`src/rtl/maxpool_32_2_16_pkg.sv`:
```
// Shared types and helpers for the pooling stage.
// Data width, signed max and output-count arithmetic.
package nn_pkg;

  localparam int T = 16;

  typedef logic signed [T-1:0] data_t;

  typedef enum logic {
    EMPTY = 1'b0,
    FULL  = 1'b1
  } out_state_t;

  function automatic data_t smax(data_t a, data_t b);
    return (a > b) ? a : b;
  endfunction

  function automatic int ceil_div(int a, int b);
    return (a + b - 1) / b;
  endfunction

endpackage

```
`src/rtl/maxpool_32_2_16_pool_out_reg.sv`:
```
// Output holding register for the pooling stage.
// Loads a window result, holds it under backpressure.
module pool_out_reg
  import nn_pkg::*;
(
  input  logic         clk,
  input  logic         reset,
  input  logic         load,
  input  logic [T-1:0] data,
  input  logic         last,
  input  logic         m_ready_y,
  output logic [T-1:0] m_data_out_y,
  output logic         m_valid_y,
  output logic         m_last_y,
  output logic         busy
);

  out_state_t state, state_n;

  always_ff @(posedge clk or posedge reset) begin
    if (reset) state <= EMPTY;
    else       state <= state_n;
  end

  // A load in the same cycle as a consume keeps the register full.
  always_comb begin
    state_n = state;
    unique case (state)
      EMPTY: if (load) state_n = FULL;
      FULL:  if (m_ready_y && !load) state_n = EMPTY;
      default: state_n = EMPTY;
    endcase
  end

  always_ff @(posedge clk or posedge reset) begin
    if (reset) begin
      m_data_out_y <= '0;
      m_last_y     <= 1'b0;
    end else if (load) begin
      m_data_out_y <= data;
      m_last_y     <= last;
    end
  end

  assign m_valid_y = (state == FULL);
  assign busy      = m_valid_y & ~m_ready_y;

endmodule

```
`src/rtl/maxpool_32_2_16.sv`:
```
// 1-D max pooling over non-overlapping windows.
// Windows never cross a frame boundary.
module maxpool_32_2_16
  import nn_pkg::*;
#(
  parameter int FRAME_LEN = 32,
  parameter int POOL      = 2
) (
  input  logic         clk,
  input  logic         reset,
  input  logic [T-1:0] s_data_in_x,
  input  logic         s_valid_x,
  output logic         s_ready_x,
  output logic [T-1:0] m_data_out_y,
  output logic         m_valid_y,
  input  logic         m_ready_y,
  output logic         m_last_y
);

  localparam int WW = (POOL > 1) ? $clog2(POOL) : 1;
  localparam int IW = (FRAME_LEN > 1) ? $clog2(FRAME_LEN) : 1;

  logic [WW-1:0] win_cnt;
  logic [IW-1:0] in_cnt;
  data_t         cur_max;
  data_t         win_val;
  logic          frame_end;
  logic          closing;
  logic          acc;
  logic          busy;

  assign frame_end = (in_cnt == IW'(FRAME_LEN - 1));
  assign closing   = (win_cnt == WW'(POOL - 1)) | frame_end;

  // Only a closing sample needs the output register free.
  assign s_ready_x = ~reset & ~(closing & busy);
  assign acc       = s_valid_x & s_ready_x;

  assign win_val = (win_cnt == '0) ? data_t'(s_data_in_x)
                                   : smax(cur_max, data_t'(s_data_in_x));

  always_ff @(posedge clk or posedge reset) begin
    if (reset) begin
      win_cnt <= '0;
      in_cnt  <= '0;
      cur_max <= '0;
    end else if (acc) begin
      cur_max <= win_val;
      in_cnt  <= frame_end ? '0 : in_cnt + 1'b1;
      win_cnt <= closing ? '0 : win_cnt + 1'b1;
    end
  end

  pool_out_reg u_out (
    .clk          (clk),
    .reset        (reset),
    .load         (acc & closing),
    .data         (win_val),
    .last         (frame_end),
    .m_ready_y    (m_ready_y),
    .m_data_out_y (m_data_out_y),
    .m_valid_y    (m_valid_y),
    .m_last_y     (m_last_y),
    .busy         (busy)
  );

endmodule
```
`config.mk`:
```
export PLATFORM = sky130hd
export DESIGN_NAME = maxpool_32_2_16
export DESIGN_NICKNAME = d
export VERILOG_FILES = /design/src/rtl/maxpool_32_2_16_pkg.sv /design/src/rtl/maxpool_32_2_16_pool_out_reg.sv /design/src/rtl/maxpool_32_2_16.sv
export SDC_FILE = /design/constraint.sdc
export NUM_CORES = 1
export LEC_CHECK = 0
export ABC_AREA = 1
export CORE_UTILIZATION = 54
export CTS_CLUSTER_SIZE = 10
export DETAILED_ROUTE_END_ITERATION = 10
export PLACE_DENSITY_LB_ADDON = 0.25
export SLEW_MARGIN = 20
export SYNTH_ARGS = -nofsm -noshare
export SYNTH_HDL_FRONTEND = slang
export SYNTH_SLANG_ARGS = --single-unit
export TNS_END_PERCENT = 30
```
`constraint.sdc`:
```
create_clock -name clk -period 2.8 [get_ports clk]
set_input_delay 0.56 -clock clk [delete_from_list [all_inputs] [get_ports clk]]
set_output_delay 0.56 -clock clk [all_outputs]
set_load 0.01 [all_outputs]
```
==> flow_metrics.py, run 1 <==
metrics = {
    "outcome": {
        "status": "finished clean",
    },
    "route": {
        "first_iter_violations": 150,
        "wl_per_cell_microns": 12.9,
        "ant_nets": 0,
        "vias": 2097,
        "routed_wirelength_mm": 5.29,
        "drcViolationCount": 0,
        "dr.pass1.iters": 4,
        "viasPerCell": 5.13,
    },
    "layout": {
        "n_fill_cell": 381,
        "fin_cells": 409,
        "fin_util_pct": 68.3,
        "drive_above_1_share_pct": 10.9,
        "fin_nets": 394,
        "syn2layout_area_growth_pct": 21.5,
        "diodes": 0,
        "design_area_sq_um": 2990,
    },
    "timing": {
        "hold_viol": 0,
        "fmax_ghz": 0.404,
        "setup_viol": 0,
        "post-route-min-period_ns": 2.48,
        "drv_slew": 0,
        "rsz0062_at_grt": "false",
        "period_share_pct": 88.5,
        "worst_slack_ns": 0.322,
        "relSlewSlack_pct": 66.8,
        "fin_setup_tns_ns": 0,
        "hold_ws_ns": 0.478,
        "skew_ns": 0.00627,
        "tightest_slew_ns": 0.498,
    },
    "placed_design": {
        "place_inst": 401,
        "hpwl_mm": 3.56,
        "place.gp.congestion": 0.823,
        "dpl_cell_area_sq_um": 2900,
        "preCtsSetupSlack_ns": 0.0428,
        "io_buffers": 38,
    },
    "power_and_ir_drop": {
        "p_int_mw": 1.71,
        "pwr-share-seq_pct": 34.5,
        "p_sw_share_pct": 42.3,
        "power.switching_mw": 1.26,
        "clkPwrFrac_pct": 13.4,
        "comb_power_share_pct": 52.1,
        "irDropWorstVdd_v": 0.000446,
        "total_power_mw": 2.97,
        "p_leak_nw": 1.65,
        "p_per_area_nw_per_um2": 992,
    },
    "synthesis": {
        "synth_top_area_share_pct": 40.6,
        "synth-seq-area-share_pct": 40.6,
        "synth_edf_count": 0,
        "synth_top_area_cell": "dfrtp_1",
        "ys_top_cells_by_area": "dfrtp_1, nand2_1, ha_1, inv_1, nand3_1",
        "syn_avg_cell_area_sq_um": 7.87,
        "synth_ff_type": "dfrtp_1",
        "syn_nets": 351,
        "synthCells": 313,
        "synth-seq-cells": 40,
        "synthTopCellsByCount": "nand2_1, inv_1, dfrtp_1, nand3_1, ha_1",
        "synth-async-reset-ratio_pct": 100,
        "synth.most_common_cell": "nand2_1",
        "synth_cell_type_count": 24,
        "syn_area_sq_um": 2460,
        "yosysWarnings": 0,
    },
    "worst_setup_path": {
        "crit_start": "s_data_in_x[13]",
        "crit_end": "u_out.m_data_out_y[7]$_DFFE_PP0P_",
        "cp_cell_sequence": "clkdlybuf4s50_1 > inv_1 > ha_1 > nand2_1 > a21oi_1 > nor2_1 > nand2_2 > inv_1 > nand2_2 > nand2_4 > nand3_4 > nand2_1 > nand3_1 > nand2_1",
        "crit_arrival_ns": 2.72,
        "critPathCaptureType": "flop",
        "cp_common_cell": "nand2_1",
        "r2r-end": "u_out.m_data_out_y[7]$_DFFE_PP0P_",
        "start_kind": "input port",
        "r2r_setup_slack_ns": 0.71,
        "max_stage_delay_ns": 0.45,
        "path_max_fanout": 16,
        "criticalPathCategory": "in -> reg",
        "cp_slowest_cell": "clkdlybuf4s50_1",
        "required_ns": 3.04,
        "timing.rr.start": "cur_max[15]$_DFFE_PP0N_",
        "reg2regPathDepth": 12,
    },
    "global_route": {
        "grt_max_degree": 41,
        "overflow": 0,
        "grt_pass1_wl_mm": 9.16,
        "antenna_found_initial": 0,
        "gr-usage-all-layers_pct": 23.8,
        "first_global_vias": 2019,
    },
    "floorplan": {
        "die_w_microns": 69.5,
        "dieArea_sq_um": 4840,
        "rows": 24,
        "die_h_microns": 69.5,
        "initial_utilization_pct": 56.2,
        "core_area_sq_um": 4380,
        "ios": 39,
    },
    "cts": {
        "cts_sinks": 40,
        "cts_tree": "yes",
        "clock_path_buffers": 2,
        "h-tree-depth": 2,
        "cts.clk_slew.worst_paths_ns": 0.08,
        "root_buffer": "clkbuf_8",
        "numCtsBuffers": 5,
        "cts_hold_buf": 0,
        "postCtsSetupBuffers": 0,
        "clock_latency_ns": 0.30,
    },
    "flow_run": {
        "maxCapViolCount": 0,
    },
    "hold_path": {
        "whs_path_depth": 2,
        "min_path_type": "reg -> reg",
    },
}
-- flip-flops by register name, summed over array words and instances, names as in the netlist --
signal              flops
u_out.m_last_y          1
cur_max                16
win_cnt                 1
u_out.m_valid_y         1
in_cnt                  5
u_out.m_data_out_y     16
-- area by class of cell --
cell class,instances,area [sq um],area share [%]
multi-input combinational,212,1200,40.1
sequential,40,1000,33.4
timing repair buffer,47,450,15.0
inverter,50,188,6.27
clock buffer,8,90.1,3.01
tap,52,65.1,2.17
-- cell families (layout without fill, tap and decap cells) --
| group | after synthesis | after routing | share of synthesized area (%) |
|---|---|---|---|
| adder cells (fa/ha/maj) | 18 | 18 | 9.14 |
| AND/OR/NAND/NOR | 181 | 181 | 36.1 |
| flip-flops | 40 | 40 | 40.6 |
| buffers and inverters | 61 | 105 | 10.7 |
| AO/OA/AOI/OAI | 13 | 13 | 3.45 |
-- power by group through the flow --
stage	registers [mW]	clock network, mW	logic, mW
after floorplan	1.05	0	1.03
after global placement	1.02	0	1.50
after detailed placement	1.02	0	1.54
after CTS	1.02	0.409	1.56
after global routing	1.06	0.431	1.75
final	1.02	0.399	1.55
-- how the worst min path moves through the flow --
stage | endpoint | from | slack [ns]
detailed placement | u_out.m_data_out_y[4]$_DFFE_PP0P_ | u_out.m_data_out_y[4]$_DFFE_PP0P_ | 0.46
finish | u_out.m_data_out_y[13]$_DFFE_PP0P_ | u_out.m_data_out_y[13]$_DFFE_PP0P_ | 0.48
global route | u_out.m_data_out_y[13]$_DFFE_PP0P_ | u_out.m_data_out_y[13]$_DFFE_PP0P_ | 0.49
floorplan | cur_max[0]$_DFFE_PP0N_ | cur_max[0]$_DFFE_PP0N_ | 0.45
CTS | u_out.m_data_out_y[13]$_DFFE_PP0P_ | u_out.m_data_out_y[13]$_DFFE_PP0P_ | 0.48
global placement | u_out.m_data_out_y[13]$_DFFE_PP0P_ | u_out.m_data_out_y[13]$_DFFE_PP0P_ | 0.46
-- per-layer routing --
layer  global-route usage [%]  up-vias  share of wire [%]
met5                        0        -                  0
met4                     8.84        0                1.7
met3                     3.20        8                4.1
met2                     40.2       48                 48
met1                     31.1      960                 46
li1                         -     1081                  -
-- cell usage in the layout, fill, tap and decap left out, drive strengths merged --
master | netlist | final
o21a | 1 | 1
nand4 | 17 | 17
a21oi | 5 | 5
nand2 | 115 | 115
nor3b | 1 | 1
clkdlybuf4s50 | 0 | 37
clkbuf | 2 | 8
a21o | 1 | 1
inv | 50 | 50
ha | 18 | 18
nor3 | 2 | 2
a31oi | 2 | 2
nand3 | 37 | 37
dfrtp | 40 | 40
buf | 9 | 9
dlymetal6s2s | 0 | 1
o21ai | 4 | 4
nor2 | 9 | 9
-- worst max-delay path, delay by kind of cell --
family                     cells  cell delay (ns)
and+or+nand+nor                9             1.16
AOI/OAI and AO/OA              1             0.05
adders and majority gates      1             0.33
buffers and inverters          3             0.60
-- timing repair --
item	in CTS	in global routing
endpoints found under the setup margin	0	1
hold endpoints to repair	0	0
gates resized for setup	0	1
No activity file was read; power rests on OpenSTA's default activity.
==> run 2: changes to the inputs <==
--- a/config.mk
+++ b/config.mk
@@ -6,6 +6,7 @@
 export NUM_CORES = 1
 export LEC_CHECK = 0
 export ABC_AREA = 1
+export CORE_MARGIN = 2
 export CORE_UTILIZATION = 54
 export CTS_CLUSTER_SIZE = 10
 export DETAILED_ROUTE_END_ITERATION = 10
==> flow_metrics.py, run 2 (synthesis results as in run 1) <==
metrics = {
    "outcome": {
        "status": "finished clean",
    },
    "layout": {
        "diodes": 0,
        "fin_cells": 407,
        "syn2layout_area_growth_pct": 22.4,
        "final_cell_mix": "nand2_1, inv_1, dfrtp_1, clkdlybuf4s50_1, nand3_1",
        "design_area_sq_um": 3020,
        "final_common_cell": "nand2_1",
        "reg.largest.list": "cur_max: 16 flops, u_out.m_data_out_y: 16 flops, in_cnt: 5 flops",
        "fin_util_pct": 68.8,
        "fin_nets": 392,
        "drive_above_1_share_pct": 11.0,
    },
    "floorplan": {
        "ios": 39,
        "core_area_sq_um": 4380,
        "initial_utilization_pct": 56.2,
        "die_h_microns": 71.5,
        "die_w_microns": 71.5,
        "rows": 24,
        "dieArea_sq_um": 5120,
    },
    "route": {
        "wl_per_cell_microns": 13.4,
        "drcViolationCount": 0,
        "first_iter_violations": 108,
        "viasPerCell": 5.33,
        "routed_wirelength_mm": 5.44,
        "ant_nets": 0,
        "vias": 2169,
        "dr.pass1.iters": 4,
    },
    "cts": {
        "cts_tree": "yes",
        "h-tree-depth": 2,
        "root_buffer": "clkbuf_8",
        "postCtsSetupBuffers": 0,
        "cts.clk_slew.worst_paths_ns": 0.08,
        "numCtsBuffers": 5,
        "clock_path_buffers": 2,
        "clock_latency_ns": 0.30,
        "cts_sinks": 40,
    },
    "worst_setup_path": {
        "critPathTopFamily": "simple AND/OR/NAND/NOR gates",
        "r2r_setup_slack_ns": 0.58,
        "criticalPathCategory": "in -> reg",
        "max_stage_delay_ns": 0.45,
        "crit_end": "u_out.m_data_out_y[6]$_DFFE_PP0P_",
        "start_kind": "input port",
        "path_max_fanout": 16,
        "critPathBufInv": 2,
        "reg2regPathDepth": 13,
        "timing.rr.start": "in_cnt[0]$_DFFE_PP0N_",
        "required_ns": 3.04,
        "crit_arrival_ns": 2.70,
        "critPathCaptureType": "flop",
        "cp_cell_sequence": "clkdlybuf4s50_1 > inv_1 > ha_1 > nand4_1 > nor2_2 > nand2_2 > nand3_2 > nand3_4 > nand2_1 > nand3_1 > nand2_1",
        "r2r-end": "u_out.m_data_out_y[12]$_DFFE_PP0P_",
        "cp_num_cells": 11,
        "cp_slowest_cell": "clkdlybuf4s50_1",
        "crit_start": "s_data_in_x[15]",
        "cp_common_cell": "nand2_1",
    },
    "power_and_ir_drop": {
        "comb_power_share_pct": 50.1,
        "power.switching_mw": 1.27,
        "total_power_mw": 3.08,
        "p_leak_nw": 1.66,
        "pwr-share-seq_pct": 33.1,
        "clkPwrFrac_pct": 16.8,
        "p_int_mw": 1.81,
        "p_sw_share_pct": 41.3,
        "p_per_area_nw_per_um2": 1020,
        "irDropWorstVdd_v": 0.000540,
    },
    "placed_design": {
        "place_inst": 399,
        "io_buffers": 38,
        "place.gp.congestion": 0.837,
        "hpwl_mm": 3.74,
        "dpl_cell_area_sq_um": 2890,
    },
    "global_route": {
        "grt_max_degree": 41,
        "overflow": 0,
        "first_global_vias": 2162,
        "gr-usage-all-layers_pct": 24.0,
        "antenna_found_initial": 0,
        "grt_pass1_wl_mm": 9.59,
    },
    "timing": {
        "rsz0062_at_grt": "false",
        "fin_setup_tns_ns": 0,
        "hold_viol": 0,
        "period_share_pct": 87.8,
        "fmax_ghz": 0.407,
        "drv_slew": 0,
        "skew_ns": 0.0123,
        "tightest_slew_ns": 0.500,
        "relSlewSlack_pct": 66.7,
        "setup_viol": 0,
        "post-route-min-period_ns": 2.46,
    },
    "flow_run": {
        "maxCapViolCount": 0,
    },
    "hold_path": {
        "whs_path_depth": 2,
        "min_path_type": "reg -> reg",
    },
}
[run 2: changes by cell type in the layout (fill, tap and decap cells not counted)]
| cell | delta |
|---|---|
| buf_4 | -2 |
| bufinv_16 | +1 |
| clkbuf_1 | -2 |
| clkbuf_8 | +1 |
[run 2: tightest hold or removal path, stage by stage (launching register included)]
cell and delay [ns]:
dfrtp_1 0.35, nand2_1 0.05, nand2_1 0.05
[run 2: cell type report]
type	instances	area, sq um
Sequential cell	40	1000
Timing Repair Buffer	45	435
Clock inverter	1	30.0
Clock buffer	7	96.3
Multi-Input combinational cell	212	1200
Fill cell	405	1370
Tap cell	52	65.1
Inverter	50	188
[run 2: what timing repair did]
item / 4_1_cts / 5_1_grt
setup endpoints to repair: 0 / 1
gates resized for setup: 0 / 1
hold buffers: 0 / 0
[run 2: metal layers]
| metal | global-route usage (%) | vias to the layer above | part of all wire, % |
|---|---|---|---|
| li1 | - | 1079 | - |
| met1 | 30.5 | 1016 | 45 |
| met2 | 40.9 | 59 | 49 |
| met3 | 4.78 | 15 | 4.3 |
| met4 | 8.18 | 0 | 1.6 |
| met5 | 0 | - | 0 |
[run 2: worst min path at each step]
stage,startpoint,to,slack (ns)
finish,u_out.m_data_out_y[10]$_DFFE_PP0P_,u_out.m_data_out_y[10]$_DFFE_PP0P_,0.48
global route,u_out.m_data_out_y[11]$_DFFE_PP0P_,u_out.m_data_out_y[11]$_DFFE_PP0P_,0.50
CTS,u_out.m_data_out_y[10]$_DFFE_PP0P_,u_out.m_data_out_y[10]$_DFFE_PP0P_,0.49
detailed placement,u_out.m_data_out_y[10]$_DFFE_PP0P_,u_out.m_data_out_y[10]$_DFFE_PP0P_,0.47
global placement,u_out.m_data_out_y[13]$_DFFE_PP0P_,u_out.m_data_out_y[13]$_DFFE_PP0P_,0.46
floorplan,cur_max[0]$_DFFE_PP0N_,cur_max[0]$_DFFE_PP0N_,0.45
[run 2: per-stage QoR]
step           hold slack [ns]  setup WS (ns)
2_1_floorplan            0.449          0.734
3_3_place_gp             0.461          0.105
3_5_place_dp             0.465         0.0213
4_1_cts                  0.488          0.102
5_1_grt                  0.504          0.129
6_report                 0.481          0.340
[run 2: power groups by stage]
stage,logic (mW),registers [mW],clock network [mW]
final,1.54,1.02,0.518
after global routing,1.74,1.06,0.548
after CTS,1.54,1.02,0.528
after detailed placement,1.53,1.03,0
after global placement,1.47,1.02,0
after floorplan,1.03,1.05,0
